<file path="src/rtl/sram_mem_ctrl_if.sv">
// Mem-stage data-memory request bus: the pipeline drives the request and
// freezes while ready is low.
interface sram_mem_ctrl_if #(
   parameter int WORD_WIDTH = 32
);
   logic                  mem_read;
   logic                  mem_write;
   logic [WORD_WIDTH-1:0] address;
   logic [WORD_WIDTH-1:0] write_data;
   logic [WORD_WIDTH-1:0] read_data;
   logic                  ready;

   modport master (
      output mem_read, mem_write, address, write_data,
      input  read_data, ready
   );

   modport slave (
      input  mem_read, mem_write, address, write_data,
      output read_data, ready
   );
endinterface

</file>
<file path="src/rtl/sram_mem_ctrl.sv">
// Turns one 32-bit Mem-stage access into two 16-bit SRAM bus cycles (low half
// first) with programmable wait states, holding ready low until it completes.
//
//  state | meaning
//  IDLE  | no access in flight; accepts a request and latches it
//  LO    | low halfword bus cycle, WAIT_CYCLES+1 clocks
//  HI    | high halfword bus cycle, WAIT_CYCLES+1 clocks
//  DONE  | access complete, ready high for one clock
module sram_mem_ctrl #(
   parameter int WORD_WIDTH      = 32,
   parameter int SRAM_ADDR_WIDTH = 18,
   parameter int SRAM_DATA_WIDTH = 16,
   parameter int WAIT_CYCLES     = 2,
   parameter int BASE_ADDR       = 1024
) (
   input  logic                       clk,
   input  logic                       rst,
   sram_mem_ctrl_if.slave             bus,
   output logic [SRAM_ADDR_WIDTH-1:0] sram_addr,
   output logic [SRAM_DATA_WIDTH-1:0] sram_dq_out,
   output logic                       sram_dq_oe,
   input  logic [SRAM_DATA_WIDTH-1:0] sram_dq_in,
   output logic                       sram_we_n,
   output logic                       sram_oe_n
);

   localparam int CNT_W = $clog2(WAIT_CYCLES + 1);

   typedef enum logic [1:0] {
      S_IDLE,
      S_LO,
      S_HI,
      S_DONE
   } state_t;

   state_t                     state_q;
   state_t                     state_d;
   logic [CNT_W-1:0]           cnt_q;
   logic                       op_wr_q;
   logic [SRAM_ADDR_WIDTH-2:0] word_q;
   logic [WORD_WIDTH-1:0]      wdata_q;
   logic [WORD_WIDTH-1:0]      rdata_q;

   logic                       req;
   logic                       half_end;
   logic                       ready_c;
   logic [WORD_WIDTH-1:0]      addr_off;
   logic [SRAM_ADDR_WIDTH-2:0] addr_word;
   logic                       unused_addr_bits;

   assign req      = bus.mem_read | bus.mem_write;
   assign half_end = (cnt_q == '0);

   // Word index keeps only SRAM_ADDR_WIDTH-1 bits, so out-of-range addresses wrap.
   assign addr_off         = bus.address - WORD_WIDTH'(BASE_ADDR);
   assign addr_word        = addr_off[SRAM_ADDR_WIDTH:2];
   assign unused_addr_bits = ^{addr_off[WORD_WIDTH-1:SRAM_ADDR_WIDTH+1], addr_off[1:0]};

   always_ff @(posedge clk or negedge rst) begin
      if (!rst) begin
         state_q <= S_IDLE;
      end else begin
         state_q <= state_d;
      end
   end

   always_comb begin
      state_d     = state_q;
      ready_c     = 1'b0;
      sram_addr   = '0;
      sram_dq_out = '0;
      sram_dq_oe  = 1'b0;
      sram_we_n   = 1'b1;
      sram_oe_n   = 1'b1;
      case (state_q)
         S_IDLE: begin
            ready_c = ~req;
            if (req) begin
               state_d = S_LO;
            end
         end
         S_LO: begin
            sram_addr = {word_q, 1'b0};
            if (op_wr_q) begin
               sram_dq_oe  = 1'b1;
               sram_dq_out = wdata_q[SRAM_DATA_WIDTH-1:0];
               // Release we_n one clock early so data is held past the strobe.
               sram_we_n   = half_end;
            end else begin
               sram_oe_n = 1'b0;
            end
            if (half_end) begin
               state_d = S_HI;
            end
         end
         S_HI: begin
            sram_addr = {word_q, 1'b1};
            if (op_wr_q) begin
               sram_dq_oe  = 1'b1;
               sram_dq_out = wdata_q[WORD_WIDTH-1:SRAM_DATA_WIDTH];
               sram_we_n   = half_end;
            end else begin
               sram_oe_n = 1'b0;
            end
            if (half_end) begin
               state_d = S_DONE;
            end
         end
         S_DONE: begin
            ready_c = 1'b1;
            state_d = S_IDLE;
         end
         default: begin
            state_d = S_IDLE;
         end
      endcase
   end

   always_ff @(posedge clk or negedge rst) begin
      if (!rst) begin
         cnt_q   <= '0;
         op_wr_q <= 1'b0;
         word_q  <= '0;
         wdata_q <= '0;
         rdata_q <= '0;
      end else begin
         case (state_q)
            S_IDLE: begin
               if (req) begin
                  op_wr_q <= bus.mem_write;
                  word_q  <= addr_word;
                  wdata_q <= bus.write_data;
                  cnt_q   <= CNT_W'(WAIT_CYCLES);
               end
            end
            S_LO: begin
               if (half_end) begin
                  cnt_q <= CNT_W'(WAIT_CYCLES);
                  if (!op_wr_q) begin
                     rdata_q[SRAM_DATA_WIDTH-1:0] <= sram_dq_in;
                  end
               end else begin
                  cnt_q <= cnt_q - CNT_W'(1);
               end
            end
            S_HI: begin
               if (half_end) begin
                  if (!op_wr_q) begin
                     rdata_q[WORD_WIDTH-1:SRAM_DATA_WIDTH] <= sram_dq_in;
                  end
               end else begin
                  cnt_q <= cnt_q - CNT_W'(1);
               end
            end
            default: begin
            end
         endcase
      end
   end

   assign bus.ready     = ready_c;
   assign bus.read_data = rdata_q;

endmodule

</file>
<file path="src/flat_wrapper.sv">
// flat-port wrapper written by rule: the top's interface ports become plain ports
module sram_mem_ctrl_flat 
#(
   parameter int WORD_WIDTH      = 32,
   parameter int SRAM_ADDR_WIDTH = 18,
   parameter int SRAM_DATA_WIDTH = 16,
   parameter int WAIT_CYCLES     = 2,
   parameter int BASE_ADDR       = 1024
)
  (clk, rst, sram_addr, sram_dq_out, sram_dq_oe, sram_dq_in, sram_we_n, sram_oe_n, bus_mem_read, bus_mem_write, bus_address, bus_write_data, bus_read_data, bus_ready);
  sram_mem_ctrl_if #(.WORD_WIDTH(WORD_WIDTH)) bus_i ();
  input  logic clk;
  input  logic rst;
  output logic [SRAM_ADDR_WIDTH-1:0] sram_addr;
  output logic [SRAM_DATA_WIDTH-1:0] sram_dq_out;
  output logic sram_dq_oe;
  input  logic [SRAM_DATA_WIDTH-1:0] sram_dq_in;
  output logic sram_we_n;
  output logic sram_oe_n;
  input wire logic [$bits(bus_i.mem_read)-1:0] bus_mem_read;
  input wire logic [$bits(bus_i.mem_write)-1:0] bus_mem_write;
  input wire logic [$bits(bus_i.address)-1:0] bus_address;
  input wire logic [$bits(bus_i.write_data)-1:0] bus_write_data;
  output wire logic [$bits(bus_i.read_data)-1:0] bus_read_data;
  output wire logic [$bits(bus_i.ready)-1:0] bus_ready;
  assign bus_i.mem_read = bus_mem_read;
  assign bus_i.mem_write = bus_mem_write;
  assign bus_i.address = bus_address;
  assign bus_i.write_data = bus_write_data;
  assign bus_read_data = bus_i.read_data;
  assign bus_ready = bus_i.ready;
  sram_mem_ctrl #(.WORD_WIDTH(WORD_WIDTH), .SRAM_ADDR_WIDTH(SRAM_ADDR_WIDTH), .SRAM_DATA_WIDTH(SRAM_DATA_WIDTH), .WAIT_CYCLES(WAIT_CYCLES), .BASE_ADDR(BASE_ADDR)) u_core (.clk(clk), .rst(rst), .bus(bus_i), .sram_addr(sram_addr), .sram_dq_out(sram_dq_out), .sram_dq_oe(sram_dq_oe), .sram_dq_in(sram_dq_in), .sram_we_n(sram_we_n), .sram_oe_n(sram_oe_n));
endmodule
</file>
<file path="config.mk">
export PLATFORM = sky130hd
export DESIGN_NAME = sram_mem_ctrl_flat
export DESIGN_NICKNAME = d
export VERILOG_FILES = /design/src/rtl/sram_mem_ctrl_if.sv /design/src/rtl/sram_mem_ctrl.sv /design/src/flat_wrapper.sv
export SDC_FILE = /design/constraint.sdc
export NUM_CORES = 1
export LEC_CHECK = 0
export ABC_AREA = 1
export BUFFER_PORTS_ARGS = -buffer_cell sky130_fd_sc_hd__buf_4
export CAP_MARGIN = 20
export CORE_MARGIN = 2
export CORE_UTILIZATION = 52
export CTS_CLUSTER_SIZE = 14
export DETAILED_ROUTE_END_ITERATION = 8
export PLACE_DENSITY = 0.85
export SLEW_MARGIN = 5
export SYNTH_ARGS = -nofsm -noshare
export SYNTH_HDL_FRONTEND = slang
export SYNTH_SLANG_ARGS = --single-unit
</file>
<file path="constraint.sdc">
create_clock -name clk -period 2.3 [get_ports clk]
set_clock_uncertainty 0.05 [all_clocks]
set_input_delay 0.345 -clock clk [delete_from_list [all_inputs] [get_ports clk]]
set_output_delay 0.345 -clock clk [all_outputs]
set_load 0.02 [all_outputs]
</file>
==> metrics.md <==
| Metric | Value |
|---|---|
| Slew Limit Fails | `0` |
| CTS H-tree depth | `3` |
| R2R cell count | `7` |
| Syn_nets | `590` |
| Hold depth | `3` |
| CTS tree | `built` |
| CP Capture Type | `output pin` |
| Congestion Overflow GR | `0` |
| Vias | `3623` |
| Final period util | `0.936` |
| Setup violations, final | `0` |
| Post-route ant nets | `0` |
| RSZ-0062 raised after global routing | `false` |
| Worst r2r src | `u_core.state_q[0]` |
| Via/cell ratio | `4.91` |
| DRC | `0` |
| Clock insertion delay at the later pin of the skew report | `0.34 ns` |
| Top cells by area, synth | `dfrtp_1, nand2_1, o21ai_0, inv_1, nor2_1` |
| Synthesis-stage register bit count | `86` |
| CP dominant cell by count | `buf_4` |
| Cells after synthesis | `498` |
| Layout net count | `727` |
| # IOs | `154` |
| CTS sink cnt | `86` |
| GPL Wtd Cong | `0.869` |
| Via count of the first global-routing pass | `3557` |
| Row Count | `31` |
| Die Footprint | `0.00825 sq mm` |
| RR Endpoint | `u_core.word_q[9]` |
| Max_slew headroom | `0.591` |
| Ys async rst share | `1.00` |
| Count leader, synth | `nand2_1` |
| Final Hold Fails | `0` |
| Setup CP Type | `flop to output pin` |
| Worst Path Max Fanout | `17` |
| Area Growth Syn to Fin | `36.7%` |
| Core Util, Final | `0.734` |
| Hold Slack | `0.155 ns` |
| Drt initial violations | `141` |
| Synth warn | `0` |
| P_int | `0.00446 W` |
| CP arrival | `1.76 ns` |
| Min-delay src | `bus_write_data[0]` |
| Met2 WL post-DR | `4.71 mm` |
| Chip Width | `90.8 um` |
| Synth area leader | `dfrtp_1` |
| Critical path, cell by cell | `inv_1 -> ha_4 -> nand2_1 -> buf_4 -> a21oi_1 -> buf_4` |
| Max Freq | `465 MHz` |
| Initial antenna violation count | `0` |
| HPWL after DPL | `6.75 mm` |
| Clock Tree Buf Depth | `2` |
| Max IR drop VDD | `884 uV` |
| Sequential power share | `0.342` |
| Worst path slowest cell | `dfrtp_1` |
| Total CTS buffers | `9` |
| Combinational share of power | `0.511` |
| Least-Margin Pin Slew | `0.613 ns` |
| GRT Util Overall | `0.236` |
| Number of synthesized flops with an enable pin | `0` |
| Met3 wire length | `724 um` |
| Top post-synthesis cells by count | `nand2_1, dfrtp_1, inv_1, o21ai_0, nor2_1` |
| Routed Wire Length | `9.50 mm` |
| Synth cell types | `17` |
| Global-route wire length before repair | `15.9 mm` |
| Seq/Total Area, Yosys | `0.549` |
| Min Tclk post-route | `2.15 ns` |
| Die Ht | `90.8 um` |
| Antenna diodes | `0` |
| Synth Area per Inst | `7.87 sq um` |
| Max Cap Viol | `0` |
| Synth top area share | `0.549` |
| Netlist Area Pre-Place | `0.00392 sq mm` |
| Sw Ratio | `0.425` |
| Worst min-delay path class | `input port to flop` |
| Primary FF master, synth | `dfrtp_1` |
| Clock-pin slew on the worst setup and hold paths | `0.08 ns` |
| Clock share of power | `0.147` |
| Pwr Density | `1450 mW/mm^2` |
| Routed len/inst | `12.9 um` |
| Lkg Pwr | `2.93 nW` |
| Top layer in use | `met4` |
| R2R Setup Slk | `0.51 ns` |
| Input/output buffers | `138` |
| Starting Density | `0.537` |
| Delay of the slowest critical-path stage | `0.38 ns` |
| Switch Pwr | `0.00329 W` |
| Share of cells above drive strength 1 | `0.269` |
| Status | `finished, final reports clean` |
| Worst EP required | `1.90 ns` |
| First-pass DRT Iterations | `4` |
| Met1 wire length | `3.94 mm` |
| Pin count of the biggest net entering global routing | `55` |
| Clock tree root driver cell | `clkbuf_8` |
| Core Area | `0.00729 sq mm` |
| WHS Endpoint | `u_core.wdata_q[0]` |
| Startpoint Class | `flop` |
state kept, by name (all words and copies together) (netlist names):
signal and cells:
u_core.word_q 17, u_core.cnt_q 2, u_core.wdata_q 32, u_core.bus.read_data 32, u_core.op_wr_q 1, u_core.state_q 2
how the worst max path moves through the flow:
stage / startpoint / endpoint / slack [ns] / depth (start not counted)
after floorplan: u_core.state_q[0] / sram_dq_out[0] / 0.22 / 6
after global placement: u_core.state_q[0] / sram_dq_out[3] / 0.40 / 6
after detailed placement: u_core.state_q[0] / sram_addr[17] / 0.32 / 5
after CTS: u_core.state_q[0] / sram_addr[17] / -0.06 / 5
after global routing: u_core.state_q[0] / sram_dq_out[0] / 0.002 / 6
final: u_core.state_q[0] / sram_dq_out[0] / 0.15 / 6
cell usage in the layout (no fill, tap or decap), drive strengths merged, types with 8 or more instances in the layout:
cell type / n
nand2: 207
buf: 148
dfrtp: 86
inv: 56
o21ai: 52
nor2: 31
a21oi: 18
nand3: 12
clkbuf: 12
ha: 8
final cells by class:
class                      count  area (sq um)
sequential                    86          2150
clock buffer                  12           145
tap                           99           124
inverter                      56           210
clock inverter                 3          68.8
timing repair buffer         149          1170
multi-input combinational    333          1490
fill                         568          1940
routing by layer:
metal,GRT usage,vias up
li1,-,1793
met1,0.304,1685
met2,0.387,131
met3,0.0768,14
met4,0.0657,0
met5,0,-
worst max-delay path, delay by kind of cell, from the launching register on:
| family | cells | cell delay [ns] |
|---|---|---|
| DFF | 1 | 0.38 |
| and+or+nand+nor | 1 | 0.07 |
| buffers and inverters | 3 | 0.48 |
| AOI/OAI and AO/OA | 1 | 0.16 |
| adders and majority gates | 1 | 0.33 |
through the flow:
stage | instance area, sq um | TNS, ns | power, W | setup slack [ns] | instances
finish | 5360 | 0 | 0.00775 | 0.147 | 738
global route | 5360 | 0 | 0.00837 | 0.00164 | 738
CTS | 5280 | -0.557 | 0.00760 | -0.0640 | 735
detailed placement | 5050 | 0 | 0.00644 | 0.316 | 719
global placement | 5050 | 0 | 0.00629 | 0.405 | 719
floorplan | 3920 | 0 | 0.00495 | 0.216 | 498
kinds of logic after synthesis:
logic type,Yosys count,synth area share
compound gates,73,0.0983
flops,86,0.549
fa+ha+maj,8,0.0255
buf+inv,79,0.0805
simple gates,252,0.246
repair_timing:
action | 4_1_cts | 5_1_grt
buffers inserted | 0 | 3
pin swaps | 0 | 1
setup endpoints to repair | 19 | 35
endpoints found under the hold margin | 41 | 0
gates resized for setup | 0 | 10
hold buffers | 1 | 0
power by group through the flow:
stage          logic, W  clock network, W  registers (W)
6_report        0.00396           0.00114        0.00265
5_1_grt         0.00441           0.00122        0.00273
4_1_cts         0.00379           0.00116        0.00265
3_5_place_dp    0.00377                 0        0.00267
3_3_place_gp    0.00365                 0        0.00264
2_1_floorplan   0.00200                 0        0.00295
Note: power is estimated with default switching activity, not from simulation.
